File: src/rtl/bcd_serial_adder.sv
// Digit-serial packed-BCD adder/subtractor: one digit per clock, least significant digit first.
// A request is latched in IDLE, ripples through RUN for DIGITS cycles, and is published in DONE.
module bcd_serial_adder #(
    parameter int DIGITS = 4
) (
    input  logic                  inp_clk,
    input  logic                  inp_rst,
    input  logic                  inp_valid,
    output logic                  out_ready,
    input  logic [4*DIGITS-1:0]   inp_A,
    input  logic [4*DIGITS-1:0]   inp_B,
    input  logic                  inp_cin,
    input  logic                  inp_sub,
    output logic [4*DIGITS-1:0]   out_ans,
    output logic                  out_carry,
    output logic                  out_err,
    output logic                  out_valid
);

    localparam int W    = 4 * DIGITS;
    localparam int IDXW = (DIGITS > 1) ? $clog2(DIGITS) : 1;
    localparam logic [IDXW-1:0] LAST_IDX = IDXW'(DIGITS - 1);
    localparam logic [IDXW-1:0] IDX_ONE  = IDXW'(1'b1);

    typedef enum logic [1:0] {
        ST_IDLE = 2'd0,
        ST_RUN  = 2'd1,
        ST_DONE = 2'd2
    } state_t;

    function automatic logic digit_bad(input logic [3:0] d);
        return (d > 4'd9);
    endfunction

    // Returns {carry, digit}; subtract uses the 9's complement of b, wrapping mod 16 for illegal digits.
    function automatic logic [4:0] digit_step(input logic [3:0] a, input logic [3:0] b,
                                              input logic sub, input logic c);
        logic [3:0] bp;
        logic [4:0] z;
        logic [4:0] zc;
        bp = sub ? (4'd9 - b) : b;
        z  = {1'b0, a} + {1'b0, bp} + {4'd0, c};
        zc = z + 5'd6;
        if (z > 5'd9) begin
            return {1'b1, zc[3:0]};
        end else begin
            return {1'b0, z[3:0]};
        end
    endfunction

    state_t            state_q,     state_d;
    logic [IDXW-1:0]   idx_q,       idx_d;
    logic [W-1:0]      a_q,         a_d;
    logic [W-1:0]      b_q,         b_d;
    logic              sub_q,       sub_d;
    logic              carry_q,     carry_d;
    logic              err_acc_q,   err_acc_d;
    logic [W-1:0]      res_q,       res_d;
    logic [W-1:0]      out_ans_q,   out_ans_d;
    logic              out_carry_q, out_carry_d;
    logic              out_err_q,   out_err_d;
    logic              out_valid_q, out_valid_d;
    logic              out_ready_q, out_ready_d;

    logic [4:0]        step_s;
    logic [W-1:0]      res_next_s;
    logic              bad_s;

    // Next-state and datapath: operands shift right so the active digit is always in bits [3:0].
    always_comb begin
        state_d     = state_q;
        idx_d       = idx_q;
        a_d         = a_q;
        b_d         = b_q;
        sub_d       = sub_q;
        carry_d     = carry_q;
        err_acc_d   = err_acc_q;
        res_d       = res_q;
        out_ans_d   = out_ans_q;
        out_carry_d = out_carry_q;
        out_err_d   = out_err_q;
        out_valid_d = 1'b0;
        out_ready_d = out_ready_q;

        step_s     = digit_step(a_q[3:0], b_q[3:0], sub_q, carry_q);
        res_next_s = (res_q >> 3'd4) | (W'(step_s[3:0]) << (W - 4));
        bad_s      = digit_bad(a_q[3:0]) | digit_bad(b_q[3:0]);

        case (state_q)
            ST_IDLE: begin
                out_ready_d = 1'b1;
                if (inp_valid) begin
                    a_d         = inp_A;
                    b_d         = inp_B;
                    sub_d       = inp_sub;
                    carry_d     = inp_sub ? 1'b1 : inp_cin;
                    idx_d       = {IDXW{1'b0}};
                    err_acc_d   = 1'b0;
                    res_d       = {W{1'b0}};
                    out_ready_d = 1'b0;
                    state_d     = ST_RUN;
                end else begin
                    state_d     = ST_IDLE;
                end
            end
            ST_RUN: begin
                out_ready_d = 1'b0;
                a_d         = a_q >> 3'd4;
                b_d         = b_q >> 3'd4;
                carry_d     = step_s[4];
                err_acc_d   = err_acc_q | bad_s;
                res_d       = res_next_s;
                if (idx_q == LAST_IDX) begin
                    out_ans_d   = res_next_s;
                    out_carry_d = step_s[4];
                    out_err_d   = err_acc_q | bad_s;
                    out_valid_d = 1'b1;
                    state_d     = ST_DONE;
                end else begin
                    idx_d       = idx_q + IDX_ONE;
                end
            end
            ST_DONE: begin
                out_ready_d = 1'b1;
                state_d     = ST_IDLE;
            end
            default: begin
                out_ready_d = 1'b1;
                state_d     = ST_IDLE;
            end
        endcase
    end

    // State and output registers.
    always_ff @(posedge inp_clk or posedge inp_rst) begin
        if (inp_rst) begin
            state_q     <= ST_IDLE;
            idx_q       <= {IDXW{1'b0}};
            a_q         <= {W{1'b0}};
            b_q         <= {W{1'b0}};
            sub_q       <= 1'b0;
            carry_q     <= 1'b0;
            err_acc_q   <= 1'b0;
            res_q       <= {W{1'b0}};
            out_ans_q   <= {W{1'b0}};
            out_carry_q <= 1'b0;
            out_err_q   <= 1'b0;
            out_valid_q <= 1'b0;
            out_ready_q <= 1'b1;
        end else begin
            state_q     <= state_d;
            idx_q       <= idx_d;
            a_q         <= a_d;
            b_q         <= b_d;
            sub_q       <= sub_d;
            carry_q     <= carry_d;
            err_acc_q   <= err_acc_d;
            res_q       <= res_d;
            out_ans_q   <= out_ans_d;
            out_carry_q <= out_carry_d;
            out_err_q   <= out_err_d;
            out_valid_q <= out_valid_d;
            out_ready_q <= out_ready_d;
        end
    end

    assign out_ready = out_ready_q;
    assign out_ans   = out_ans_q;
    assign out_carry = out_carry_q;
    assign out_err   = out_err_q;
    assign out_valid = out_valid_q;

endmodule

File: config.mk
export PLATFORM = sky130hd
export DESIGN_NAME = bcd_serial_adder
export DESIGN_NICKNAME = d
export VERILOG_FILES = /design/src/rtl/bcd_serial_adder.sv
export SDC_FILE = /design/constraint.sdc
export NUM_CORES = 1
export LEC_CHECK = 0
export ABC_AREA = 1
export CORE_UTILIZATION = 44
export DETAILED_ROUTE_END_ITERATION = 8
export PLACE_DENSITY = 0.66
export REMOVE_ABC_BUFFERS = 1
export SLEW_MARGIN = 10
export SYNTH_ARGS = -nofsm -noshare
export SYNTH_HDL_FRONTEND = slang
export SYNTH_SLANG_ARGS = --single-unit
export TNS_END_PERCENT = 30
File: constraint.sdc
create_clock -name inp_clk -period 3.9 [get_ports inp_clk]
set_clock_uncertainty 0.2 [all_clocks]
set_input_delay 1.17 -clock inp_clk [delete_from_list [all_inputs] [get_ports inp_clk]]
set_output_delay 1.17 -clock inp_clk [all_outputs]
set_load 0.01 [all_outputs]
==> out/metrics.csv, run 1 <==
stage,metric,value,unit
global_route,global-route wire length before repair,12260,um
route,drt drc,0,
sta,Highest Clock Rate,359.3,MHz
clock_tree,# resized after CTS,0,
clock_tree,clock slew at reported path FFs,80,ps
min_path,worst min-delay path startpoint,b_q[15]$_DFFE_PP0P_,
yosys,Synth Area per Inst,8.952,um^2
place,estimated wirelength of the detail-placed design,4579,um
sta,Final Hold Violating Endpoints,0,
critical_path,startpoint class of the critical path,flip-flop,
floorplanning,floorplan core area,6944,um^2
clock_tree,number of clock sinks,71,
sta,summed negative setup slack over all endpoints,0,ps
yosys,number of synthesized flops with an enable pin,0,
floorplanning,Initial Util,46.54,%
clock_tree,CTS buffer count,9,
sta,setup slack after layout,1116,ps
global_route,antenna violations before repair,0,
sta,headroom to the max-slew limit,39.67,%
sta,final setup vio count,0,
sta,Tmin final,2784,ps
yosys,proportion of netlist area held by the largest area contributor,54.20,%
sta,slew at the pin closest to its max-slew limit,903.9,ps
yosys,cell area after technology mapping,3232,um^2
critical_path,Worst R2R Path Depth,14,
min_path,Tightest Hold Check Type,flip-flop to flip-flop,
finish,share of layout cells above drive strength 1,9.976,%
yosys,"Seq/Total Area, Yosys",55.01,%
clock_tree,clock tree from TritonCTS,yes,
critical_path,Reg2Reg Setup Slack,1120,ps
sta,number of pins exceeding their max-slew limit in the final report,0,
critical_path,maximum fanout count along the critical path,6,
power_and_ir_drop,areal power density over the cells,1065,nW/um^2
route,vias after detailed routing,2558,
route,average routed wire per standard cell,13.43,um
critical_path,type of destination of the critical path,flip-flop,
finish,number of antenna cells inserted,0,
sta,share of the clock period used by the worst path,71.37,%
power_and_ir_drop,worst supply voltage drop on vdd,482.4,uV
place,Port Buffer Count,56,
clock_tree,post-CTS setup buffers,0,
floorplanning,die boundary height,87.71,um
min_path,worst hold path stage count,2,
critical_path,Critical R2R Launch,sub_q$_DFFE_PP0P_,
sta,RSZ-0062 raised after global routing,false,
critical_path,endpoint arrival time on the critical path,2820,ps
yosys,most instantiated flip-flop cell in the synthesis netlist,sky130_fd_sc_hd__dfrtp_1,
clock_tree,Max H-tree Level,3,
power_and_ir_drop,Total Power,4.392,mW
yosys,warnings from Yosys,0,
yosys,asr flop ratio synth,100.0,%
floorplanning,total die area,7692,um^2
place,post-detailed-placement cell area,3859,um^2
yosys,post-synth top area cell,sky130_fd_sc_hd__dfrtp_1,
finish,fin area,4123,um^2
yosys,post-synth cell types,32,
floorplanning,I/O pin count,57,
route,post-route antenna net violation count,0,
place,global placer's final weighted congestion,0.8284,
global_route,pin count of the biggest net entering global routing,41,
finish,layout overhead on the synthesized area,27.56,%
critical_path,required arrival time at the worst endpoint,3940,ps
global_route,vias in the first global route,2557,
route,DR pass1 iterations,6,
global_route,GRT Residual Overflow,0,
yosys,post-synthesis sequential element count,71,
run,number of max-cap violations,0,
global_route,total routing resource utilization after global routing,21.19,%
place,worst setup slack before clock tree synthesis,1058,ps
run_status,status,"complete, no violations",
critical_path,endpoint of the most critical register-to-register path,res_q[15]$_DFFE_PP0P_,
route,number of DRC markers after the initial detailed-route iteration,117,
route,per-cell via count in the routed design,4.948,
clock_tree,clock root buffer,sky130_fd_sc_hd__clkbuf_8,
finish,number of nets at the end of the flow,461,
yosys,cells after synthesis,361,
clock_tree,hold-fix buffers at CTS,0,
yosys,main area contributors after synthesis,"sky130_fd_sc_hd__dfrtp_1, sky130_fd_sc_hd__nand2_1, sky130_fd_sc_hd__o21ai_0",
route,final wirelength,6943,um
floorplanning,standard-cell row count,30,
clock_tree,insertion delay to the later sink of the worst-skew pair,350,ps
power_and_ir_drop,static leakage power,1.922,nW
min_path,worst hold path endpoint,b_q[15]$_DFFE_PP0P_,
floorplanning,Die W,87.71,um
clock_tree,number of buffers on the longest clock path,2,
finish,final design utilization,59.37,%
critical_path,WS Path Type,flip-flop to flip-flop,
-- Yosys cell counts, types with 4 or more instances --
cell	n
sky130_fd_sc_hd__buf_2	12
sky130_fd_sc_hd__dfrtp_1	70
sky130_fd_sc_hd__ha_1	6
sky130_fd_sc_hd__inv_1	32
sky130_fd_sc_hd__inv_2	4
sky130_fd_sc_hd__nand2_1	84
sky130_fd_sc_hd__nand2_2	8
sky130_fd_sc_hd__nand3_1	13
sky130_fd_sc_hd__nor2_1	29
sky130_fd_sc_hd__o21ai_0	34
sky130_fd_sc_hd__o21ai_1	29
sky130_fd_sc_hd__o22ai_1	12
-- sequential cells by signal, indices dropped and copies added, names as in the netlist --
| name | flops |
|---|---|
| a_q | 16 |
| b_q | 16 |
| carry_q | 1 |
| err_acc_q | 1 |
| idx_q | 2 |
| out_ans | 16 |
| out_carry | 1 |
| out_err | 1 |
| out_ready | 1 |
| out_valid | 1 |
| res_q | 12 |
| state_q | 2 |
| sub_q | 1 |
-- per-layer routing --
layer / global-route usage [%] / vias up / share of wire (%)
met2: 33.33 / 43 / 47
met3: 4.618 / 11 / 3.5
li1: - / 1284 / -
met1: 28.26 / 1220 / 48
met5: 0 / - / 0
met4: 9.389 / 0 / 1.8
-- layout by cell type (no fill, tap or decap), types with 2 or more instances in the layout --
cell,count
sky130_fd_sc_hd__clkbuf_8,12
sky130_fd_sc_hd__bufinv_16,3
sky130_fd_sc_hd__inv_1,31
sky130_fd_sc_hd__buf_4,4
sky130_fd_sc_hd__a21oi_1,3
sky130_fd_sc_hd__o21ai_0,34
sky130_fd_sc_hd__nand2_4,3
sky130_fd_sc_hd__nand3_1,13
sky130_fd_sc_hd__o21ai_1,29
sky130_fd_sc_hd__a22o_1,3
sky130_fd_sc_hd__inv_2,5
sky130_fd_sc_hd__nor2_1,29
sky130_fd_sc_hd__clkdlybuf4s50_1,56
sky130_fd_sc_hd__dfrtp_1,70
sky130_fd_sc_hd__fa_1,2
sky130_fd_sc_hd__ha_1,6
sky130_fd_sc_hd__o22ai_1,12
sky130_fd_sc_hd__nand2_2,8
sky130_fd_sc_hd__nand2_1,84
-- how the worst max path moves through the flow --
stage | endpoint | cells past startpoint | from
floorplan | a_q[0]$_DFFE_PP0P_ | 1 | inp_rst
global placement | idx_q[0]$_DFFE_PP0P_ | 7 | inp_valid
detailed placement | idx_q[0]$_DFFE_PP0P_ | 7 | inp_valid
CTS | out_ready | 1 | out_ready$_DFF_PP1_
global route | res_q[15]$_DFFE_PP0P_ | 14 | sub_q$_DFFE_PP0P_
finish | res_q[15]$_DFFE_PP0P_ | 14 | sub_q$_DFFE_PP0P_
-- report_power, final --
group          internal [mW]  leakage (nW)  switching [mW]  total, mW
Sequential              1.08         0.889           0.175       1.26
Clock                  0.480         0.133           0.282      0.762
Combinational          0.933         0.900            1.44       2.37
-- final cells by class --
| cell class | count | area (um^2) |
|---|---|---|
| fill | 634 | 2821 |
| sequential | 71 | 1778 |
| multi-input combinational | 238 | 1235 |
| timing repair buffer | 60 | 590.6 |
| clock buffer | 12 | 165.2 |
| inverter | 36 | 135.1 |
| tap | 96 | 120.1 |
| clock inverter | 4 | 98.84 |
-- per-stage QoR --
stage | hold slack (ps) | cells
3_3_place_gp | 254.5 | 501
4_1_cts | 276.7 | 517
3_5_place_dp | 259.0 | 501
5_1_grt | 305.3 | 517
6_report | 274.4 | 517
2_1_floorplan | 242.6 | 345
-- cell families (layout without fill, tap and decap cells) --
logic type	after synthesis	in the layout	share of synthesized area [%]
fa+ha+maj	8	8	3.562
buf+inv	52	112	6.775
compound gates	88	88	15.60
simple gates	140	140	18.51
xor+xnor	2	2	0.5421
flops	71	71	55.01
-- worst max-delay path, stage by stage, from the launching register on --
cell and delay, ps:
sky130_fd_sc_hd__dfrtp_1 430, sky130_fd_sc_hd__xnor2_1 160, sky130_fd_sc_hd__fa_1 370, sky130_fd_sc_hd__inv_1 110, sky130_fd_sc_hd__fa_1 450, sky130_fd_sc_hd__inv_1 110, sky130_fd_sc_hd__ha_1 200, sky130_fd_sc_hd__nand2_1 70
sky130_fd_sc_hd__a21boi_4 140, sky130_fd_sc_hd__nand2_4 110, sky130_fd_sc_hd__nand2_4 70, sky130_fd_sc_hd__nand2_2 80, sky130_fd_sc_hd__nand2_2 50, sky130_fd_sc_hd__nand2_1 50, sky130_fd_sc_hd__nand2_1 80
Power figures use the tool's default switching activity.
==> inputs of run 2 (changes only) <==
clock period = 2.8 ns   (was 3.9 ns; I/O delays follow)
==> out/metrics.csv, run 2 (synthesis results as in run 1) <==
stage,metric,value,unit
run_status,status,"complete, no violations",
sta,summed negative setup slack over all endpoints,0,ps
global_route,total routing resource utilization after global routing,20.77,%
route,final wirelength,6875,um
finish,share of layout cells above drive strength 1,12.41,%
critical_path,critical path launch point,sub_q$_DFFE_PP0P_,
route,drt drc,0,
finish,number of antenna cells inserted,0,
global_route,pin count of the biggest net entering global routing,72,
critical_path,WS Path Type,flip-flop to flip-flop,
floorplanning,die boundary height,87.71,um
clock_tree,number of buffers on the longest clock path,2,
global_route,GRT Residual Overflow,0,
clock_tree,insertion delay to the later sink of the worst-skew pair,340,ps
sta,headroom to the max-slew limit,69.10,%
critical_path,maximum fanout count along the critical path,6,
sta,slew at the pin closest to its max-slew limit,463.0,ps
floorplanning,Initial Util,46.54,%
sta,worst hold slack,270.2,ps
floorplanning,standard-cell row count,30,
clock_tree,number of clock sinks,71,
finish,combined area of the multi-input logic cells,1245,um^2
finish,layout overhead on the synthesized area,28.92,%
place,Port Buffer Count,56,
place,estimated wirelength of the detail-placed design,4561,um
finish,number of nets at the end of the flow,468,
global_route,met2 routing resource usage after global routing,31.15,%
route,vias after detailed routing,2590,
clock_tree,CTS buffer count,9,
critical_path,type of destination of the critical path,flip-flop,
sta,final setup vio count,0,
critical_path,Reg2Reg Setup Slack,100,ps
global_route,antenna violations before repair,0,
floorplanning,Die W,87.71,um
global_route,vias in the first global route,2558,
critical_path,Critical R2R Launch,sub_q$_DFFE_PP0P_,
power_and_ir_drop,areal power density over the cells,1479,nW/um^2
clock_tree,clock slew at reported path FFs,80,ps
critical_path,endpoint of the most critical register-to-register path,out_ans[15]$_DFFE_PP0P_,
place,post-detailed-placement cell area,3906,um^2
finish,Sequential Area,1779,um^2
sta,Highest Clock Rate,371.0,MHz
run,number of max-cap violations,0,
power_and_ir_drop,worst supply voltage drop on vdd,588.9,uV
route,post-route antenna net violation count,0,
floorplanning,floorplan core area,6944,um^2
global_route,global-route wire length before repair,12100,um
finish,"leading cell type in the layout, fill and taps excluded",sky130_fd_sc_hd__nand2_1,
route,number of DRC markers after the initial detailed-route iteration,152,
route,per-cell via count in the routed design,4.952,
critical_path,end point of the critical path,out_ans[15]$_DFFE_PP0P_,
global_route,Global Route met1 Usage,29.48,%
min_path,Tightest Hold Check Type,flip-flop to flip-flop,
global_route,met3 track demand over resource in global routing,3.110,%
global_route,GRT Max-Usage Layer,met2,
clock_tree,Max H-tree Level,3,
sta,number of pins exceeding their max-slew limit in the final report,0,
finish,fin area,4167,um^2
floorplanning,I/O pin count,57,
sta,Final Hold Violating Endpoints,0,
power_and_ir_drop,Total Power,6.163,mW
sta,Tmin final,2696,ps
sta,share of the clock period used by the worst path,96.27,%
critical_path,startpoint class of the critical path,flip-flop,
place,global placer's final weighted congestion,0.7981,
floorplanning,total die area,7692,um^2
route,average routed wire per standard cell,13.15,um
clock_tree,clock root buffer,sky130_fd_sc_hd__clkbuf_8,
clock_tree,clock tree from TritonCTS,yes,
route,DR pass1 iterations,4,
finish,"leading cell types in the layout, fill and taps excluded","sky130_fd_sc_hd__nand2_1, sky130_fd_sc_hd__dfrtp_1, sky130_fd_sc_hd__clkdlybuf4s50_1, sky130_fd_sc_hd__o21ai_0",
critical_path,endpoint arrival time on the critical path,2740,ps
power_and_ir_drop,static leakage power,1.943,nW
finish,filler cell count in the final layout,618,
critical_path,Worst R2R Path Depth,14,
critical_path,required arrival time at the worst endpoint,2840,ps
run 2: cell types whose count changed in the layout (fill, tap and decap cells not counted), moves of 2 or more:
cell                       previous run  this run
sky130_fd_sc_hd__inv_2                5         7
sky130_fd_sc_hd__clkbuf_8            12        10
sky130_fd_sc_hd__buf_12               0         2
sky130_fd_sc_hd__inv_1               31        29
sky130_fd_sc_hd__buf_4                4         9
run 2: report_power, final:
group | switching [mW] | internal, mW | total [mW]
Sequential | 0.246 | 1.51 | 1.76
Clock | 0.388 | 0.523 | 0.911
Combinational | 2.03 | 1.46 | 3.49
Total | 2.67 | 3.49 | 6.16
run 2: metal layers:
layer | wire length, um | share of wire (%) | vias up
met5 | 0 | 0 | -
met4 | 141 | 2.1 | 0
met3 | 167 | 2.4 | 11
met2 | 3330 | 48 | 39
met1 | 3236 | 47 | 1238
li1 | - | - | 1302
run 2: metrics by stage:
step           setup WS [ps]  utilization (%)  instances
4_1_cts                74.87            59.41        519
6_report               104.4            60.00        523
2_1_floorplan         -34.91                -        345
3_3_place_gp           159.9            56.25        504
3_5_place_dp           88.31            56.25        504
5_1_grt               -40.11            60.00        523
run 2: worst min-delay path by stage:
| stage | cells past startpoint | endpoint | slack [ps] | startpoint |
|---|---|---|---|---|
| after floorplan | 2 | a_q[12]$_DFFE_PP0P_ | 240 | a_q[12]$_DFFE_PP0P_ |
| after global placement | 2 | a_q[12]$_DFFE_PP0P_ | 250 | a_q[12]$_DFFE_PP0P_ |
| after detailed placement | 2 | a_q[15]$_DFFE_PP0P_ | 260 | a_q[15]$_DFFE_PP0P_ |
| after CTS | 2 | a_q[14]$_DFFE_PP0P_ | 280 | a_q[14]$_DFFE_PP0P_ |
| after global routing | 2 | b_q[4]$_DFFE_PP0P_ | 300 | b_q[4]$_DFFE_PP0P_ |
| final | 2 | a_q[14]$_DFFE_PP0P_ | 270 | a_q[14]$_DFFE_PP0P_ |
run 2: area by class of cell:
class	count	area share (%)
flip-flops and latches	71	42.70
multi-input cells	238	29.88
repair buffers	67	16.04
clock buffers	10	3.303
inverters	36	3.243
well taps	96	2.883
clock inverters	5	1.952
run 2: worst max-delay path, stage by stage (launching register included):
cell and delay (ps):
sky130_fd_sc_hd__dfrtp_2 440, sky130_fd_sc_hd__xnor2_2 150, sky130_fd_sc_hd__fa_1 370, sky130_fd_sc_hd__inv_2 90, sky130_fd_sc_hd__fa_1 450, sky130_fd_sc_hd__inv_2 90, sky130_fd_sc_hd__ha_2 190, sky130_fd_sc_hd__nand2_1 60
sky130_fd_sc_hd__a21boi_4 150, sky130_fd_sc_hd__nand2_4 100, sky130_fd_sc_hd__nand2_4 70, sky130_fd_sc_hd__nand2_2 80, sky130_fd_sc_hd__nand2_2 50, sky130_fd_sc_hd__nand2_1 50, sky130_fd_sc_hd__nand2_1 50
run 2: repair_timing:
item	CTS	global route
buffers inserted	0	4
hold buffers	0	0
setup endpoints to repair	0	7
gates resized for setup	0	5
